## config.mk

```make
export PLATFORM = sky130hd
export DESIGN_NAME = multi_interval_timer
export DESIGN_NICKNAME = d
export VERILOG_FILES = /design/src/rtl/multi_timer_pkg.sv /design/src/rtl/timer_channel.sv /design/src/rtl/multi_interval_timer.sv
export SDC_FILE = /design/constraint.sdc
export NUM_CORES = 1
export LEC_CHECK = 0
export ABC_AREA = 1
export CAP_MARGIN = 30
export CORE_AREA = 2 2 94 96
export DETAILED_ROUTE_END_ITERATION = 16
export DIE_AREA = 0 0 96 98
export GPL_TIMING_DRIVEN = 0
export PLACE_DENSITY_LB_ADDON = 0.15
export SYNTH_ARGS = -nofsm -noshare
export SYNTH_HDL_FRONTEND = slang
export SYNTH_HIERARCHICAL = 1
export SYNTH_SLANG_ARGS = --single-unit
```

## constraint.sdc

```tcl
create_clock -name clk -period 2.2 [get_ports clk]
set_clock_uncertainty 0.15 [all_clocks]
set_input_delay 0.33 -clock clk [delete_from_list [all_inputs] [get_ports clk]]
set_output_delay 0.33 -clock clk [all_outputs]
set_load 0.03 [all_outputs]
```

## src/rtl/multi_timer_pkg.sv

```systemverilog
// Shared definitions for the multi-channel interval timer.
// Channel state encoding used by every timer_channel instance.
package multi_timer_pkg;

   typedef enum logic [1:0] {
      StIdle = 2'd0,
      StRun  = 2'd1,
      StDone = 2'd2
   } ch_state_e;

endpackage

```

## src/rtl/timer_channel.sv

```systemverilog
// One independent timer channel: latches its configuration on start and steps on the shared tick.
// Terminal count is checked before stepping, so the count never wraps.
module timer_channel
   import multi_timer_pkg::*;
#(
   parameter int unsigned CNT_W = 4
) (
   input  logic             clk,
   input  logic             rst,
   input  logic             tick,
   input  logic             start,
   input  logic             clear,
   input  logic             pause,
   input  logic             dir,
   input  logic             periodic,
   input  logic [CNT_W-1:0] interval,
   output logic [CNT_W-1:0] count,
   output logic             busy,
   output logic             done,
   output logic             timeout
);

   ch_state_e        state_q;
   logic             dir_q;
   logic             periodic_q;
   logic [CNT_W-1:0] interval_q;
   logic [CNT_W-1:0] count_q;
   logic             busy_q;
   logic             done_q;
   logic             timeout_q;
   logic [CNT_W-1:0] term;
   logic [CNT_W-1:0] reload;

   always_comb begin
      term   = dir_q ? interval_q : '0;
      reload = dir_q ? '0 : interval_q;
   end

   always_ff @(posedge clk) begin
      if (rst) begin
         state_q    <= StIdle;
         dir_q      <= 1'b0;
         periodic_q <= 1'b0;
         interval_q <= '0;
         count_q    <= '0;
         busy_q     <= 1'b0;
         done_q     <= 1'b0;
         timeout_q  <= 1'b0;
      end else begin
         timeout_q <= 1'b0;
         if (clear) begin
            state_q <= StIdle;
            count_q <= '0;
            busy_q  <= 1'b0;
            done_q  <= 1'b0;
         end else if (start) begin
            // A tick coinciding with start is deliberately dropped.
            dir_q      <= dir;
            periodic_q <= periodic;
            interval_q <= interval;
            count_q    <= dir ? '0 : interval;
            state_q    <= StRun;
            busy_q     <= 1'b1;
            done_q     <= 1'b0;
         end else if (state_q == StRun && tick && !pause) begin
            if (count_q == term) begin
               timeout_q <= 1'b1;
               if (periodic_q) begin
                  count_q <= reload;
               end else begin
                  state_q <= StDone;
                  busy_q  <= 1'b0;
                  done_q  <= 1'b1;
               end
            end else begin
               count_q <= dir_q ? count_q + CNT_W'(1) : count_q - CNT_W'(1);
            end
         end
      end
   end

   assign count   = count_q;
   assign busy    = busy_q;
   assign done    = done_q;
   assign timeout = timeout_q;

endmodule

```

## src/rtl/multi_interval_timer.sv

```systemverilog
// N_CH independent interval timers sharing one free-running prescaler tick.
// The prescaler divides clk by CLOCK_FREQ/TICK_HZ and is cleared only by rst.
module multi_interval_timer
   import multi_timer_pkg::*;
#(
   parameter int unsigned CLOCK_FREQ = 50_000,
   parameter int unsigned TICK_HZ    = 1,
   parameter int unsigned CNT_W      = 4,
   parameter int unsigned N_CH       = 4
) (
   input  logic                  clk,
   input  logic                  rst,
   input  logic [N_CH-1:0]       start,
   input  logic [N_CH-1:0]       clear,
   input  logic [N_CH-1:0]       pause,
   input  logic [N_CH-1:0]       dir,
   input  logic [N_CH-1:0]       periodic,
   input  logic [N_CH*CNT_W-1:0] interval,
   output logic [N_CH*CNT_W-1:0] count,
   output logic [N_CH-1:0]       busy,
   output logic [N_CH-1:0]       done,
   output logic [N_CH-1:0]       timeout,
   output logic                  tick
);

   localparam int unsigned Div  = CLOCK_FREQ / TICK_HZ;
   localparam int unsigned DivW = (Div > 1) ? $clog2(Div) : 1;

   logic [DivW-1:0] div_q;
   logic            tick_int;

   assign tick_int = (div_q == DivW'(Div - 1));
   assign tick     = tick_int;

   always_ff @(posedge clk) begin
      if (rst) begin
         div_q <= '0;
      end else if (tick_int) begin
         div_q <= '0;
      end else begin
         div_q <= div_q + DivW'(1);
      end
   end

   for (genvar i = 0; i < N_CH; i++) begin : g_ch
      timer_channel #(
         .CNT_W(CNT_W)
      ) u_ch (
         .clk      (clk),
         .rst      (rst),
         .tick     (tick_int),
         .start    (start[i]),
         .clear    (clear[i]),
         .pause    (pause[i]),
         .dir      (dir[i]),
         .periodic (periodic[i]),
         .interval (interval[i*CNT_W +: CNT_W]),
         .count    (count[i*CNT_W +: CNT_W]),
         .busy     (busy[i]),
         .done     (done[i]),
         .timeout  (timeout[i])
      );
   end

endmodule

```

Yosys cells after proc, flatten, opt, wreduce, memory -nomap -nowiden

Cells that the tools add are included.

Bits in registers: 72
Bits of input ports: 38
Output and inout bits: 29
Logic and storage cells: 188

Add/sub/neg operators: 9
Equal/unequal tests: 17
Mux-type cells: 68
Bitwise logic cells: 12
Reduce and logical (&&, ||, !) cells: 49

Operator list:

| kind                                                               | count |
|---|---|
| 4-bit 2-to-1 mux                                                   | 32 |
| 1-bit 2-to-1 mux                                                   | 36 |
| 3-bit AND reduction                                                | 8 |
| 16-bit by 1-bit adder with 16-bit output, second input constant    | 1 |
| 4-bit by 1-bit adder with 4-bit output, second input constant      | 4 |
| 16-bit == test, second input constant                              | 1 |
| 4-bit == test                                                      | 4 |
| 2-bit AND reduction                                                | 8 |
| 2-bit nonzero test                                                 | 8 |
| 4-bit OR reduction                                                 | 4 |
| 4-bit by 1-bit subtractor with 4-bit output, second input constant | 4 |
| 3-bit by 2-bit != test with 1-bit output, second input constant    | 4 |
| 1-bit NOT                                                          | 12 |
| 3-bit OR reduction                                                 | 4 |
| 2-bit OR reduction                                                 | 5 |
| 2-bit by 1-bit == test with 1-bit output, second input constant    | 4 |
| 1-bit logical AND                                                  | 8 |
| 2-bit != test, second input constant                               | 4 |
| 1-bit zero test                                                    | 4 |

Longest topological paths before layout

Depth after elaboration: 5
Gate-level depth with buffers: 12
Depth with buffers taken out: 11

Hierarchy

Netlist, hierarchy kept.

By module, submodules not included:

| module               | times used | cells an instance | area each (µm²) | sequential area each (µm²) |
|---|---|---|---|---|
| timer_channel        | 4          | 134               | 924.6           | 260.2 |
| multi_interval_timer | 1          | 126               | 823.3           | 320.3 |

Least setup slack after synthesis

No wires, ideal clock.

Path type: register -> register
Start: reg div_q[0]
End: reg g_ch[0].u_ch.count_q[3]
Library setup time: 0.112 ns
Data arrival time: 2.213 ns
Data required time: 1.938 ns
Setup slack: -0.275 ns
Cell stages (with the launch flop): 10
Path buffers: 0
Clock period less this slack: 2.475 ns
Cell sequence: dfxtp_1 -> ha_1 -> nand3_1 -> or2_2 -> nor2_1 -> nand3_1 -> nand2_1 -> nand3_1 -> a21oi_2 -> nor2_2

Longest elaborated chain between the ends: 5

Ends and longest elaborated chain:

| element                        | RTL line                   | text |
|---|---|---|
| from (decl)                    | multi_interval_timer.sv:29 | `logic [DivW-1:0] div_q;` |
| from (signal assigned)         | multi_interval_timer.sv:41 | `div_q <= div_q + DivW'(1);` |
| 16-bit == test                 | multi_interval_timer.sv:32 | `assign tick_int = (div_q == DivW'(Div - 1));` |
| via tick                       | multi_interval_timer.sv:23 | `output logic tick` |
| 1-bit logical AND (2 in a row) | timer_channel.sv:65        | `end else if (state_q == StRun && tick && !pause) begin` |
| 2-bit nonzero test (no line)   | n/a                        |  |
| 2-bit AND reduction (no line)  | n/a                        |  |
| to (signal assigned)           | timer_channel.sv:61        | `count_q <= dir ? '0 : interval;` |
| to (signal assigned)           | timer_channel.sv:69        | `count_q <= reload;` |
| to (signal assigned)           | timer_channel.sv:76        | `count_q <= dir_q ? count_q + CNT_W'(1) : count_q - CNT_W'(1);` |
| to (decl)                      | timer_channel.sv:27        | `logic [CNT_W-1:0] count_q;` |

The timed path passes the listed nets, and every way through them passes these cells.
A chain may end at the register's enable or synchronous reset.

Worst setup path after layout

Start: reg div_q[0]
End: out tick

Longest elaborated chain between the ends: 1

Ends and longest elaborated chain:

| element        | RTL line |
|---|---|
| 16-bit == test | multi_interval_timer.sv:32 |
| to (decl)      | multi_interval_timer.sv:23 |

Every way passes these cells.

==> metrics <==
status finished, final reports clean; GR Overflow Total 0; root buffer cell clkbuf_8; htree depth 3; Reg clk slew, reported paths around 0.070 ns; final core utilization 66.3%; Max Cap Viol 0; via count 4395; worst hold path class flop to flop; DR iter-0 viols 206; GR Layer Usage met1 32.6%; fin crit period 2.08 ns; pwr/cell area 584 nW/um2; fillers about 770; Worst Max-Slew Pin Slew 0.508 ns; Final #Nets a little under 800; Ys Warns 6; first-pass GRT wire length 18.1 mm; Crit. End Element output pin; Crit Path Max Fanout 5; combinational share of power 24.9%; min-delay src div_q[0]; Total Routing Usage GR between 20% and 30%; grt met2 use 37.6%; Vias/cell 5.15; Post-route DRC 0; PortBufs 66; register area share after synthesis 30.1%; Critical Path RT 1.72 ns; Slew Limit Fails 0; DIE HEIGHT 98 um; Synth Area per Inst 6.83 um2; share of post-route cells with drive strength above 1 16.8%; syn_nets about 710; vias in the first global route 4136; crit path kind flop to output pin; clk buf depth 2; clock sinks 68; initial antenna violation count 0; GPL Wtd Cong ~0.88; fin area around 5600 um2; Sw Ratio 30.4%; HPWL after DPL 7.97 mm; pin count of the biggest net entering global routing 26; ANT cells 0; area of the die 9410 um2; num ports between 60 and 70; met3 Use GR 4.40%; VDD IR max 385 uV; CTS tree done; CTS Hold Bufs 0; RSZ-0062 raised after global routing no; fmax 0.481 GHz; Final ANT Viol Nets 0; Tcrit/Tclk final 94.5%; Setup crit start kind flop; Die X ~96 um; Post-Route WL 10.3 mm; clock network fraction of total power 34.4%; total core area 8470 um2; postcts setup bufs 0; CTS Buf Count 9; CP arrival 1.60 ns; CP startpoint div_q[0]; Power, Total 3280 uW; Mapped Cells 662; Syn-to-layout area delta 24.2%; final hold vios 0; unique cell type count in the Yosys netlist 28; Final setup viols 0; router iterations before antenna repair 5; mapped cell area between 4000 and 5000 um2; number of synthesized register bits between 60 and 70; FP Rows 34; internal power 2280 uW; Starting Density 53.4%; grt peak-use layer met2; slew margin rel. around two thirds; r2r startpoint div_q[0]; Placed Area 5350 um2; Switch Pwr 998 uW; Sequential Power Share between 40% and 50%; Wirelength per Cell 12.1 um; leakage 0.00226 uW; clock latency on the worst-skew pair about 0.34 ns
==> routing by layer <==
metal | share of wire [%] | vias up
met5 | 0 | -
met4 | 1.1 | 0
met3 | 5.8 | 10
met2 | 46 | 108
met1 | 47 | 2005
li1 | - | 2272
==> cell usage in the layout (no fill, tap or decap), types with 6 or more instances in the layout <==
master	netlist	layout
nand2_1	209	205
nor2_1	86	85
dfxtp_1	68	66
clkdlybuf4s50_1	0	65
nand3_1	62	60
inv_1	43	43
a21oi_1	36	36
nand2_2	21	25
nor2_2	20	20
nand2_4	16	16
inv_2	13	13
xor2_1	11	11
clkbuf_8	0	10
nor2_8	8	8
a21oi_2	8	8
a211oi_1	8	8
ha_1	9	8
nor3_1	6	6
buf_6	5	6
==> cell families after synthesis <==
family	share of synthesized area (%)
XOR/XNOR	3.10
AND/OR/NAND/NOR	48.8
flip-flops	30.1
buffers and inverters	5.89
adder cells (fa/ha/maj)	4.26
AO/OA/AOI/OAI	7.86
==> through the flow <==
step | std cells | setup slack (ns) | setup TNS (ns) | hold WS, ns
CTS | 853 | 0.0276 | 0 | 0.289
finish | 853 | 0.121 | 0 | 0.312
global placement | 836 | -0.412 | -8.68 | 0.293
global route | 853 | 0.000888 | 0 | 0.325
floorplan | 662 | 0.0720 | 0 | 0.249
detailed placement | 837 | -0.315 | -1.73 | 0.308
==> critical path: stages (launching register included) <==
cell,delay [ns]
dfxtp_2,0.37
ha_4,0.16
nand3_4,0.10
or2_4,0.26
nor2_4,0.19
buf_6,0.17
==> Yosys cell counts (all sizes together) <==
cell | n | area (um2)
buf | 5 | 56.3
nand3 | 66 | 380
nand3b | 4 | 30.0
inv | 56 | 210
xor2 | 11 | 96.3
a21boi | 4 | 30.0
nand4 | 5 | 31.3
a21oi | 44 | 250
or2 | 3 | 18.8
o21ai | 3 | 15.0
ha | 9 | 113
xnor2 | 5 | 43.8
nor3 | 6 | 30.0
fa | 4 | 80.1
nand2 | 246 | 1100
dfxtp | 68 | 1360
a211oi | 8 | 60.1
nor2 | 115 | 619
==> flip-flops by register name, indices dropped and copies added (netlist names) <==
name and count:
g_ch.u_ch/periodic_q 4, g_ch.u_ch/state_q 4, div_q 16, g_ch.u_ch/count 16
g_ch.u_ch/timeout 4, g_ch.u_ch/dir_q 4, g_ch.u_ch/interval_q 16, g_ch.u_ch/busy 4
==> cell type report <==
cell class	count	area [um2]	share of cell area, %
plain buffers	5	56.3	1.00
clock buffers	11	141	2.52
clock inverters	5	75.1	1.34
inverters	56	210	3.74
multi-input cells	533	2940	52.4
flip-flops and latches	68	1360	24.3
well taps	108	135	2.41
repair buffers	67	689	12.3
==> path summary, 6_finish.rpt <==
kind / end / slack, ns / cells after the start
max: tick / 0.12 / 5
min: div_q[0] / 0.31 / 1
max reg2reg: g_ch[3].u_ch/count[1] / 0.19 / 9
min reg2reg: div_q[0] / 0.31 / 1
==> power by group through the flow <==
stage / sequential (uW) / clock (uW) / combinational, uW
floorplan: 1390 / 0 / 546
global placement: 1360 / 0 / 786
detailed placement: 1360 / 0 / 805
CTS: 1340 / 1160 / 812
global route: 1350 / 1210 / 912
finish: 1340 / 1130 / 815
==> repair_timing <==
item | CTS | global route
endpoints found under the setup margin | 17 | 17
pin swaps | 1 | 1
resized for setup | 13 | 6
Note: power is estimated with default switching activity, not from simulation.
